## src/rtl/tape_pkg.sv

```systemverilog
// Shared definitions for the cassette tape player: playback states,
// byte-frame geometry and the fast-load half-period helper.
package tape_pkg;

   typedef enum logic [2:0] {
      IDLE,
      LEADER,
      START,
      DATA,
      STOP,
      WAIT,
      DONE
   } tape_state_t;

   localparam int START_BITS = 1;
   localparam int DATA_BITS  = 8;
   localparam int STOP_BITS  = 2;
   localparam int FAST_SHIFT = 2;

   // Fast-load half period: divided down, but never shorter than one cycle.
   function automatic int fast_half(input int half);
      int h;
      h = half >> FAST_SHIFT;
      return (h < 1) ? 1 : h;
   endfunction

endpackage

```

## src/rtl/tape_bit_cell.sv

```systemverilog
// One tape bit cell: level is high for H cycles then low for H cycles,
// with H chosen from the bit value when the cell is loaded. cell_end pulses
// on the last cycle of the cell so the next cell can be loaded without a gap.
module tape_bit_cell #(
   parameter int HALF_W = 11
) (
   input  logic              clk,
   input  logic              reset,
   input  logic              enable,
   input  logic              load,
   input  logic              bit_val,
   input  logic [HALF_W-1:0] half0,
   input  logic [HALF_W-1:0] half1,
   output logic              level,
   output logic              cell_end
);

   localparam int CNT_W = HALF_W + 1;

   logic [CNT_W-1:0]  cnt;
   logic [HALF_W-1:0] half_q;
   logic              active;
   logic [CNT_W-1:0]  period_m1;

   assign period_m1 = {half_q, 1'b0} - CNT_W'(1);
   assign level     = active && (cnt < {1'b0, half_q});
   assign cell_end  = active && enable && (cnt == period_m1);

   // Cell counter: a load starts a fresh cell; otherwise advance while enabled
   // and retire the cell after its final cycle.
   always_ff @(posedge clk) begin
      if (reset) begin
         cnt    <= '0;
         half_q <= '0;
         active <= 1'b0;
      end else if (load) begin
         cnt    <= '0;
         half_q <= bit_val ? half1 : half0;
         active <= 1'b1;
      end else if (enable && active) begin
         if (cell_end) begin
            active <= 1'b0;
            cnt    <= '0;
         end else begin
            cnt <= cnt + CNT_W'(1);
         end
      end
   end

endmodule

```

## src/rtl/cas_tape_player.sv

```systemverilog
// Cassette image player: fetches bytes from a byte-wide memory one at a time
// and serialises them as leader tone plus start/data/stop framed bit cells.
module cas_tape_player
   import tape_pkg::*;
#(
   parameter int ADDR_W      = 16,
   parameter int HALF0_CYC   = 1200,
   parameter int HALF1_CYC   = 600,
   parameter int LEADER_BITS = 2048
) (
   input  logic              clk_sys,
   input  logic              reset,
   input  logic              start,
   input  logic [ADDR_W-1:0] tape_len,
   input  logic              fast_i,
   input  logic              motor_i,
   output logic              mem_rd,
   output logic [ADDR_W-1:0] mem_addr,
   input  logic              mem_ack,
   input  logic [7:0]        mem_data,
   output logic              tape_out,
   output logic              busy,
   output logic              done
);

   localparam int HALF_MAX = (HALF0_CYC > HALF1_CYC) ? HALF0_CYC : HALF1_CYC;
   localparam int HALF_W   = $clog2(HALF_MAX + 1);
   localparam int BIT_MAX  = (LEADER_BITS > DATA_BITS) ? LEADER_BITS : DATA_BITS;
   localparam int BIT_W    = (BIT_MAX > 1) ? $clog2(BIT_MAX) : 1;
   localparam int H0_FAST  = fast_half(HALF0_CYC);
   localparam int H1_FAST  = fast_half(HALF1_CYC);

   tape_state_t       state;
   tape_state_t       state_next;

   logic [ADDR_W-1:0] len_q;
   logic [ADDR_W-1:0] byte_idx;
   logic [BIT_W-1:0]  bit_cnt;
   logic [7:0]        shreg;
   logic [7:0]        buf_data;
   logic              buf_valid;

   logic              cell_load;
   logic              cell_bit;
   logic              cell_level;
   logic              cell_end;
   logic [HALF_W-1:0] half0;
   logic [HALF_W-1:0] half1;

   logic              accept;
   logic              consume;
   logic              byte_adv;
   logic              cnt_clr;
   logic              cnt_inc;
   logic              shift_en;

   logic              ack_hit;
   logic              data_ready;
   logic              last_byte;

   assign half0 = fast_i ? HALF_W'(H0_FAST) : HALF_W'(HALF0_CYC);
   assign half1 = fast_i ? HALF_W'(H1_FAST) : HALF_W'(HALF1_CYC);

   // An ack only counts while a read is outstanding; its data may start a
   // byte in the same cycle it arrives.
   assign ack_hit    = mem_rd && mem_ack;
   assign data_ready = buf_valid || ack_hit;
   assign last_byte  = ((byte_idx + ADDR_W'(1)) == len_q);

   assign tape_out = cell_level;
   assign busy     = (state != IDLE) && (state != DONE);
   assign done     = (state == DONE);

   tape_bit_cell #(
      .HALF_W (HALF_W)
   ) u_cell (
      .clk      (clk_sys),
      .reset    (reset),
      .enable   (motor_i),
      .load     (cell_load),
      .bit_val  (cell_bit),
      .half0    (half0),
      .half1    (half1),
      .level    (cell_level),
      .cell_end (cell_end)
   );

   // Playback state register.
   always_ff @(posedge clk_sys) begin
      if (reset) begin
         state <= IDLE;
      end else begin
         state <= state_next;
      end
   end

   // Next-state logic: decides at each cell boundary which cell follows and
   // raises the bookkeeping strobes for the datapath below.
   always_comb begin
      state_next = state;
      cell_load  = 1'b0;
      cell_bit   = 1'b1;
      accept     = 1'b0;
      consume    = 1'b0;
      byte_adv   = 1'b0;
      cnt_clr    = 1'b0;
      cnt_inc    = 1'b0;
      shift_en   = 1'b0;
      case (state)
         IDLE: begin
            if (start) begin
               if (tape_len != '0) begin
                  accept     = 1'b1;
                  cell_load  = 1'b1;
                  cell_bit   = 1'b1;
                  cnt_clr    = 1'b1;
                  state_next = LEADER;
               end else begin
                  state_next = DONE;
               end
            end
         end
         LEADER: begin
            if (cell_end) begin
               if (bit_cnt == BIT_W'(LEADER_BITS - 1)) begin
                  cnt_clr = 1'b1;
                  if (data_ready) begin
                     cell_load  = 1'b1;
                     cell_bit   = 1'b0;
                     state_next = START;
                  end else begin
                     state_next = WAIT;
                  end
               end else begin
                  cnt_inc   = 1'b1;
                  cell_load = 1'b1;
                  cell_bit  = 1'b1;
               end
            end
         end
         START: begin
            if (cell_end) begin
               consume    = 1'b1;
               cnt_clr    = 1'b1;
               cell_load  = 1'b1;
               cell_bit   = buf_data[0];
               state_next = DATA;
            end
         end
         DATA: begin
            if (cell_end) begin
               if (bit_cnt == BIT_W'(DATA_BITS - 1)) begin
                  cnt_clr    = 1'b1;
                  cell_load  = 1'b1;
                  cell_bit   = 1'b1;
                  state_next = STOP;
               end else begin
                  cnt_inc   = 1'b1;
                  shift_en  = 1'b1;
                  cell_load = 1'b1;
                  cell_bit  = shreg[0];
               end
            end
         end
         STOP: begin
            if (cell_end) begin
               if (bit_cnt == BIT_W'(STOP_BITS - 1)) begin
                  cnt_clr = 1'b1;
                  if (last_byte) begin
                     state_next = DONE;
                  end else begin
                     byte_adv = 1'b1;
                     if (data_ready) begin
                        cell_load  = 1'b1;
                        cell_bit   = 1'b0;
                        state_next = START;
                     end else begin
                        state_next = WAIT;
                     end
                  end
               end else begin
                  cnt_inc   = 1'b1;
                  cell_load = 1'b1;
                  cell_bit  = 1'b1;
               end
            end
         end
         WAIT: begin
            if (motor_i && data_ready) begin
               cell_load  = 1'b1;
               cell_bit   = 1'b0;
               state_next = START;
            end
         end
         DONE: begin
            state_next = IDLE;
         end
         default: begin
            state_next = IDLE;
         end
      endcase
   end

   // Fetch, byte buffer and bit bookkeeping: one read outstanding at most,
   // the next byte is requested as soon as the current one is unloaded.
   always_ff @(posedge clk_sys) begin
      if (reset) begin
         len_q     <= '0;
         byte_idx  <= '0;
         bit_cnt   <= '0;
         shreg     <= '0;
         buf_data  <= '0;
         buf_valid <= 1'b0;
         mem_rd    <= 1'b0;
         mem_addr  <= '0;
      end else begin
         if (accept) begin
            len_q     <= tape_len;
            byte_idx  <= '0;
            buf_valid <= 1'b0;
            mem_rd    <= 1'b1;
            mem_addr  <= '0;
         end
         if (ack_hit) begin
            mem_rd    <= 1'b0;
            buf_data  <= mem_data;
            buf_valid <= 1'b1;
         end
         if (consume) begin
            shreg     <= {1'b0, buf_data[7:1]};
            buf_valid <= 1'b0;
            if (!last_byte) begin
               mem_rd   <= 1'b1;
               mem_addr <= byte_idx + ADDR_W'(1);
            end
         end
         if (shift_en) begin
            shreg <= {1'b0, shreg[7:1]};
         end
         if (byte_adv) begin
            byte_idx <= byte_idx + ADDR_W'(1);
         end
         if (cnt_clr) begin
            bit_cnt <= '0;
         end else if (cnt_inc) begin
            bit_cnt <= bit_cnt + BIT_W'(1);
         end
      end
   end

endmodule

```

## config.mk

```make
export PLATFORM = sky130hd
export DESIGN_NAME = cas_tape_player
export DESIGN_NICKNAME = d
export VERILOG_FILES = /design/src/rtl/tape_pkg.sv /design/src/rtl/tape_bit_cell.sv /design/src/rtl/cas_tape_player.sv
export SDC_FILE = /design/constraint.sdc
export NUM_CORES = 1
export LEC_CHECK = 0
export CORE_AREA = 2 2 173 90
export CTS_BUF_LIST = sky130_fd_sc_hd__clkbuf_8
export CTS_CLUSTER_SIZE = 14
export DETAILED_ROUTE_END_ITERATION = 16
export DIE_AREA = 0 0 175 92
export HOLD_SLACK_MARGIN = 0.12
export PLACE_DENSITY_LB_ADDON = 0.2
export SYNTH_ARGS = -nofsm -noshare
export SYNTH_HDL_FRONTEND = slang
export SYNTH_HIERARCHICAL = 1
export SYNTH_SLANG_ARGS = --single-unit
```

## constraint.sdc

```tcl
create_clock -name clk_sys -period 5.8 [get_ports clk_sys]
set_clock_uncertainty 0.05 [all_clocks]
set_input_delay 0.58 -clock clk_sys [delete_from_list [all_inputs] [get_ports clk_sys]]
set_output_delay 0.58 -clock clk_sys [all_outputs]
set_load 0.02 [all_outputs]
```

== Yosys cells after proc, flatten, opt, wreduce, memory -nomap -nowiden ==
Index checks and enable logic that the tools add are counted.
Widths: inputs -> output; s select.

* Register bits: 103
* Latch bits: 0
* Bits in writable memories: 0
* Bits in read-only memories: 0
* Input port bits: 30
* Logic and storage cells: 135
* Memories kept: 0

* Add/sub/neg operators: 4
* Multiply operators: 0
* Div/mod/pow operators: 0
* $lt $le $gt $ge: 1
* Equal/unequal tests: 21
* Shift operators: 0
* Muxes and demuxes: 76
* Bitwise operators: 0
* Reduce and logical (&&, ||, !) cells: 21

{| class="wikitable"
|+ Operators by type and width
! cell !! count
|-
| $mux 16 || 5
|-
| $mux 1 || 48
|-
| $mux 3 || 12
|-
| $mux 11 || 2
|-
| $ne 2x2->1 const B || 9
|-
| $pmux 3 s6 || 1
|-
| $add 16x1->16 const B || 1
|-
| $eq 16x16->1 || 1
|-
| $reduce_bool 16->1 || 1
|-
| $pmux 1 s5 || 3
|-
| $mux 7 || 2
|-
| $add 12x1->12 const B || 1
|-
| $eq 12x12->1 || 1
|-
| $lt 12x11->1 || 1
|-
| $mux 12 || 1
|-
| $sub 12x1->12 const B || 1
|-
| $add 11x1->11 const B || 1
|-
| $eq 11x1->1 const B || 1
|-
| $eq 11x11->1 const B || 1
|-
| $eq 11x3->1 const B || 1
|-
| $mux 10 || 1
|-
| $reduce_bool 2->1 || 5
|-
| $eq 3x3->1 const B || 3
|-
| $reduce_and 9->1 || 1
|-
| other kinds (10) || 19
|}

== Logic depth before layout (Yosys ltp) ==
* Word-level depth: 9
* Gate-level depth with buffers: 18
* Depth with buffers taken out: 16

== Modules after synthesis ==
The synthesis kept the hierarchy.

{| class="wikitable"
|+ Modules (own cells, without submodules)
! module !! times used !! cells an instance !! area an instance (um2) !! seq. area each (um2)
|-
| cas_tape_player || 1 || 607 || 4774.6 || 1581.5
|-
| tape_bit_cell || 1 || 204 || 1690.4 || 480.5
|}

== Worst setup path after synthesis ==
OpenSTA, ideal clock, no wires.

* Path type: reg2reg
* Start point: reg byte_idx[0]
* End point: reg u_cell.half_q[10]
* Arrival: 3553 ps
* Path slack: 2059 ps
* Stages on the path, launching flop included: 14
* Buffers on the path: 3
* Clock period less this slack: 3741 ps
* Cells stage by stage: dfxtp_1 > ha_1 > and3_1 > buf_1 > a21boi_0 > a2111oi_4 > o2111ai_2 > or4_4 > buf_6 > o211ai_1 > a21o_1 > buf_1 > mux2i_1 > a211oi_1

* Cells in the longest elaborated chain, start to end: 7

{| class="wikitable"
|+ Ends and longest elaborated chain
! item !! RTL line !! RTL
|-
| from (decl) || cas_tape_player.sv:37 || <nowiki>logic [ADDR_W-1:0] byte_idx;</nowiki>
|-
| from (signal assigned) || cas_tape_player.sv:241 || <nowiki>byte_idx <= byte_idx + ADDR_W'(1);</nowiki>
|-
| $add 16x1->16 || cas_tape_player.sv:68 || <nowiki>assign last_byte = ((byte_idx + ADDR_W'(1)) == len_q);</nowiki>
|-
| $eq 16x16->1 || cas_tape_player.sv:68 ||
|-
| $mux 1 || cas_tape_player.sv:169 || <nowiki>if (last_byte) begin</nowiki>
|-
| $mux 1 || cas_tape_player.sv:167 || <nowiki>if (bit_cnt == BIT_W'(STOP_BITS - 1)) begin</nowiki>
|-
| $mux 1 || cas_tape_player.sv:166 || <nowiki>if (cell_end) begin</nowiki>
|-
| $pmux 1 s5 || cas_tape_player.sv:109 || <nowiki>case (state)</nowiki>
|-
| net cell_bit || cas_tape_player.sv:44 || <nowiki>logic cell_bit;</nowiki>
|-
| $mux 11 || tape_bit_cell.sv:38 || <nowiki>half_q <= bit_val ? half1 : half0;</nowiki>
|-
| to (signal assigned) || tape_bit_cell.sv:38 ||
|-
| to (decl) || tape_bit_cell.sv:21 || <nowiki>logic [HALF_W-1:0] half_q;</nowiki>
|}

The timed path passes the listed nets, and every way through them passes these cells.
A chain may end at the register's enable or synchronous reset.

== Worst setup path after layout ==
* Start point: reg byte_idx[0]
* End point: reg u_cell.cnt[1]

* Cells in the longest elaborated chain, start to end: 7

{| class="wikitable"
|+ Ends and longest elaborated chain
! item !! RTL line !! RTL
|-
| $add 16x1->16 || cas_tape_player.sv:68 ||
|-
| $eq 16x16->1 || cas_tape_player.sv:68 ||
|-
| $mux 1 || cas_tape_player.sv:169 ||
|-
| $mux 1 || cas_tape_player.sv:167 ||
|-
| $mux 1 || cas_tape_player.sv:166 ||
|-
| $pmux 1 s5 || cas_tape_player.sv:109 ||
|-
| net cell_load || cas_tape_player.sv:43 || <nowiki>logic cell_load;</nowiki>
|-
| $reduce_or 2->1 (no source line) || n/a ||
|-
| to (signal assigned) || tape_bit_cell.sv:45 || <nowiki>cnt <= cnt + CNT_W'(1);</nowiki>
|-
| to (decl) || tape_bit_cell.sv:20 || <nowiki>logic [CNT_W-1:0] cnt;</nowiki>
|}

The timed path passes the listed nets, and every way through them passes these cells.

==> impl_metrics.yaml <==
pwr:
  power_frac_seq: 0.421
  peakVddDrop_uv: 162
  p_sw_mw: 0.902
  total_power_mw: 2.14
  p_clk_frac: 0.203
  p_int_mw: 1.24
  cellPowerDensity_nw_per_um2: 297
  power_leakage_nw: 2.47
  switching_share: 0.421
  pwr-share-comb: 0.375
timing:
  hold_viol_final: 0
  tightest_slew_ps: 1020
  fin_crit_sh: 0.760
  drv_slew: 0
  rsz0062_at_grt: "no"
  tns_ps: 0
  setup_violations: 0
  period_needed_ps: 4410
  relSlewSlack: 0.316
  maxClockFrequency_mhz: 227
route:
  viasPerCell: 5.96
  drtAntennaViolNets: 0
  drt_iter0_markers: 663
  dr.pass1.iters: 5
  vias: 6191
  drc: 0
  wl_mm: 19.3
  wl_per_cell_um: 18.6
synth:
  synth-edff-count: 0
  synth_top_cell_by_area: "dfxtp_1"
  synth_area_per_cell_sq_um: 7.97
  ys_warn_count: 6
  synth_compound_area_frac: 0.206
  yosys-top-cells-count: "108 x nand2_1, 103 x dfxtp_1, 60 x nor2_1, 47 x a21oi_1, 39 x clkbuf_1"
  synth_most_common_cell: "nand2_1"
  async_reset_ff_frac: 0
  syn_inst: 811
  synth.area.top_cells: "dfxtp_1 32%, nand2_1 6.3%, xnor2_1 5.0%"
  synth_top_area_frac: 0.319
  muxShareOfSynthArea: 0.0387
  seq_area_frac_synth: 0.319
  ys_ff_latch: 103
  yosys.area_share.adder: 0.0290
  syn_area_sq_um: 6460
  synth_top_family_by_area: "simple AND/OR/NAND/NOR gates"
  synthXorXnorAreaFrac: 0.0815
  synth_cell_type_count: 79
  synthFlopType: "dfxtp_1"
  synthSimpleGateAreaFrac: 0.262
layout:
  nFillCells: 1433
  syn2layout_area_growth_pct: 11.6
  insertedDiodeCount: 0
  final_area_sq_um: 7210
  drive_above_1_share: 0.0659
  nets: 875
outcome:
  status: "completed"
clocking:
  clkSinkCount: 103
  clock_latency_ps: 380
  htreeDepth: 3
  cts_root_buf: "clkbuf_8"
  postCtsSetupBuffers: 0
  hold_buffers: 0
  cts_tree: "yes"
  path_clk_slew_ps: 110
  ctsLongestPathBuffers: 2
  cts_buffers: 9
  cts_resized: 0
global_routing:
  grt_max_degree: 90
  grt_pass1_wl_mm: 30.4
  grt_overflow: 0
  track_usage: 0.241
  grt_pass1_vias: 5511
  antenna_found_initial: 0
floorplan:
  num_rows: 32
  coreArea_sq_um: 14900
  ios: 50
  die_x_um: 175
  start_util: 0.435
  die_area_sq_um: 16100
  die_h_um: 92
placement:
  place_area_sq_um: 7030
  io_buffer_count: 49
  globalplace.congestion: 1.04
  dp_hpwl_mm: 14.3
setup_path:
  crit_required_ps: 6030
  crit_path_start_kind: "flop"
  cp_max_fo: 26
  cp_data_arrival_time_ps: 4630
  worstSetupPathType: "reg -> reg"
  r2r_cells: 11
  setup.worst_path.end_class: "flop"
run:
  max-cap-violations: 0
worst_hold_path:
  hold_depth: 2
  hp-class: "reg -> reg"
-- sequential cells by signal (all words and copies together), names as in the netlist --
register	count
u_cell/active	1
bit_cnt	11
mem_rd	1
buf_valid	1
u_cell/half_q	11
byte_idx	16
state	3
shreg	7
u_cell/cnt	12
buf_data	8
len_q	16
mem_addr	16
-- final cells by class --
| type | instances | area (sq um) | area share |
|---|---|---|---|
| flip-flops and latches | 103 | 2060 | 0.286 |
| clock buffers | 9 | 124 | 0.0172 |
| clock inverters | 7 | 56.3 | 0.00780 |
| inverters | 38 | 143 | 0.0198 |
| repair buffers | 56 | 538 | 0.0746 |
| multi-input cells | 622 | 4040 | 0.559 |
| well taps | 204 | 255 | 0.0354 |
-- routing by layer --
metal / wire length (um) / vias to the layer above / global-route usage
met5: 0 / - / 0
met4: 74 / 0 / 0.0340
met3: 2180 / 7 / 0.0792
met2: 6930 / 292 / 0.296
met1: 10100 / 2930 / 0.393
li1: - / 2962 / -
-- cell usage in the layout (no fill, tap or decap), types with 11 or more instances in the layout --
cell type,count
mux2i_1,25
inv_1,35
nand4_1,16
o21ai_0,16
nand2_1,108
nor4_1,24
a211oi_1,22
nor4b_1,12
nand3_1,25
o21ai_1,11
clkdlybuf4s50_1,48
xor2_1,18
a21oi_1,47
nor2_1,60
nor3_1,38
ha_1,15
xnor2_1,37
dfxtp_1,103
-- through the flow --
stage / std cells / hold slack [ps] / utilization / worst slack [ps]
after floorplan: 819 / 383 / - / 2060
after global placement: 1023 / 393 / 0.474 / 1590
after detailed placement: 1023 / 399 / 0.474 / 1490
after CTS: 1039 / 415 / 0.486 / 1450
after global routing: 1039 / 442 / 0.486 / 1120
final: 1039 / 415 / 0.486 / 1390
-- cell families (layout without fill, tap and decap cells) --
| group | count (synthesis) | in the layout |
|---|---|---|
| flops | 103 | 103 |
| compound gates | 185 | 185 |
| mux | 25 | 25 |
| fa+ha+maj | 15 | 15 |
| xor+xnor | 57 | 57 |
| simple gates | 330 | 330 |
| buf+inv | 94 | 110 |
| other cells | 2 | 10 |
-- critical path, cell delays in order, from the launching register on --
cell and delay, ps:
dfxtp_1 490, ha_1 290, nand3_1 330, nor4_1 770, xnor2_1 200, o2111ai_1 260
or4_4 690, nor2_1 190, o311ai_2 90, buf_4 250, or2_2 440, o32ai_1 240
-- final timing paths --
check	from	end	slack, ps
setup reg to reg	byte_idx[0]	u_cell/cnt[1]	1390
hold reg to reg	mem_addr[6]	mem_addr[6]	410
setup / recovery	byte_idx[0]	u_cell/cnt[1]	1390
hold / removal	mem_addr[6]	mem_addr[6]	410
-- power by group through the flow --
stage	Clock [mW]	Sequential, mW	Combinational (mW)
after floorplan	0	0.845	0.626
after global placement	0	0.909	0.765
after detailed placement	0	0.913	0.787
after CTS	0.449	0.896	0.790
after global routing	0.476	0.913	0.885
final	0.436	0.904	0.805
No activity file was read; power rests on OpenSTA's default activity.
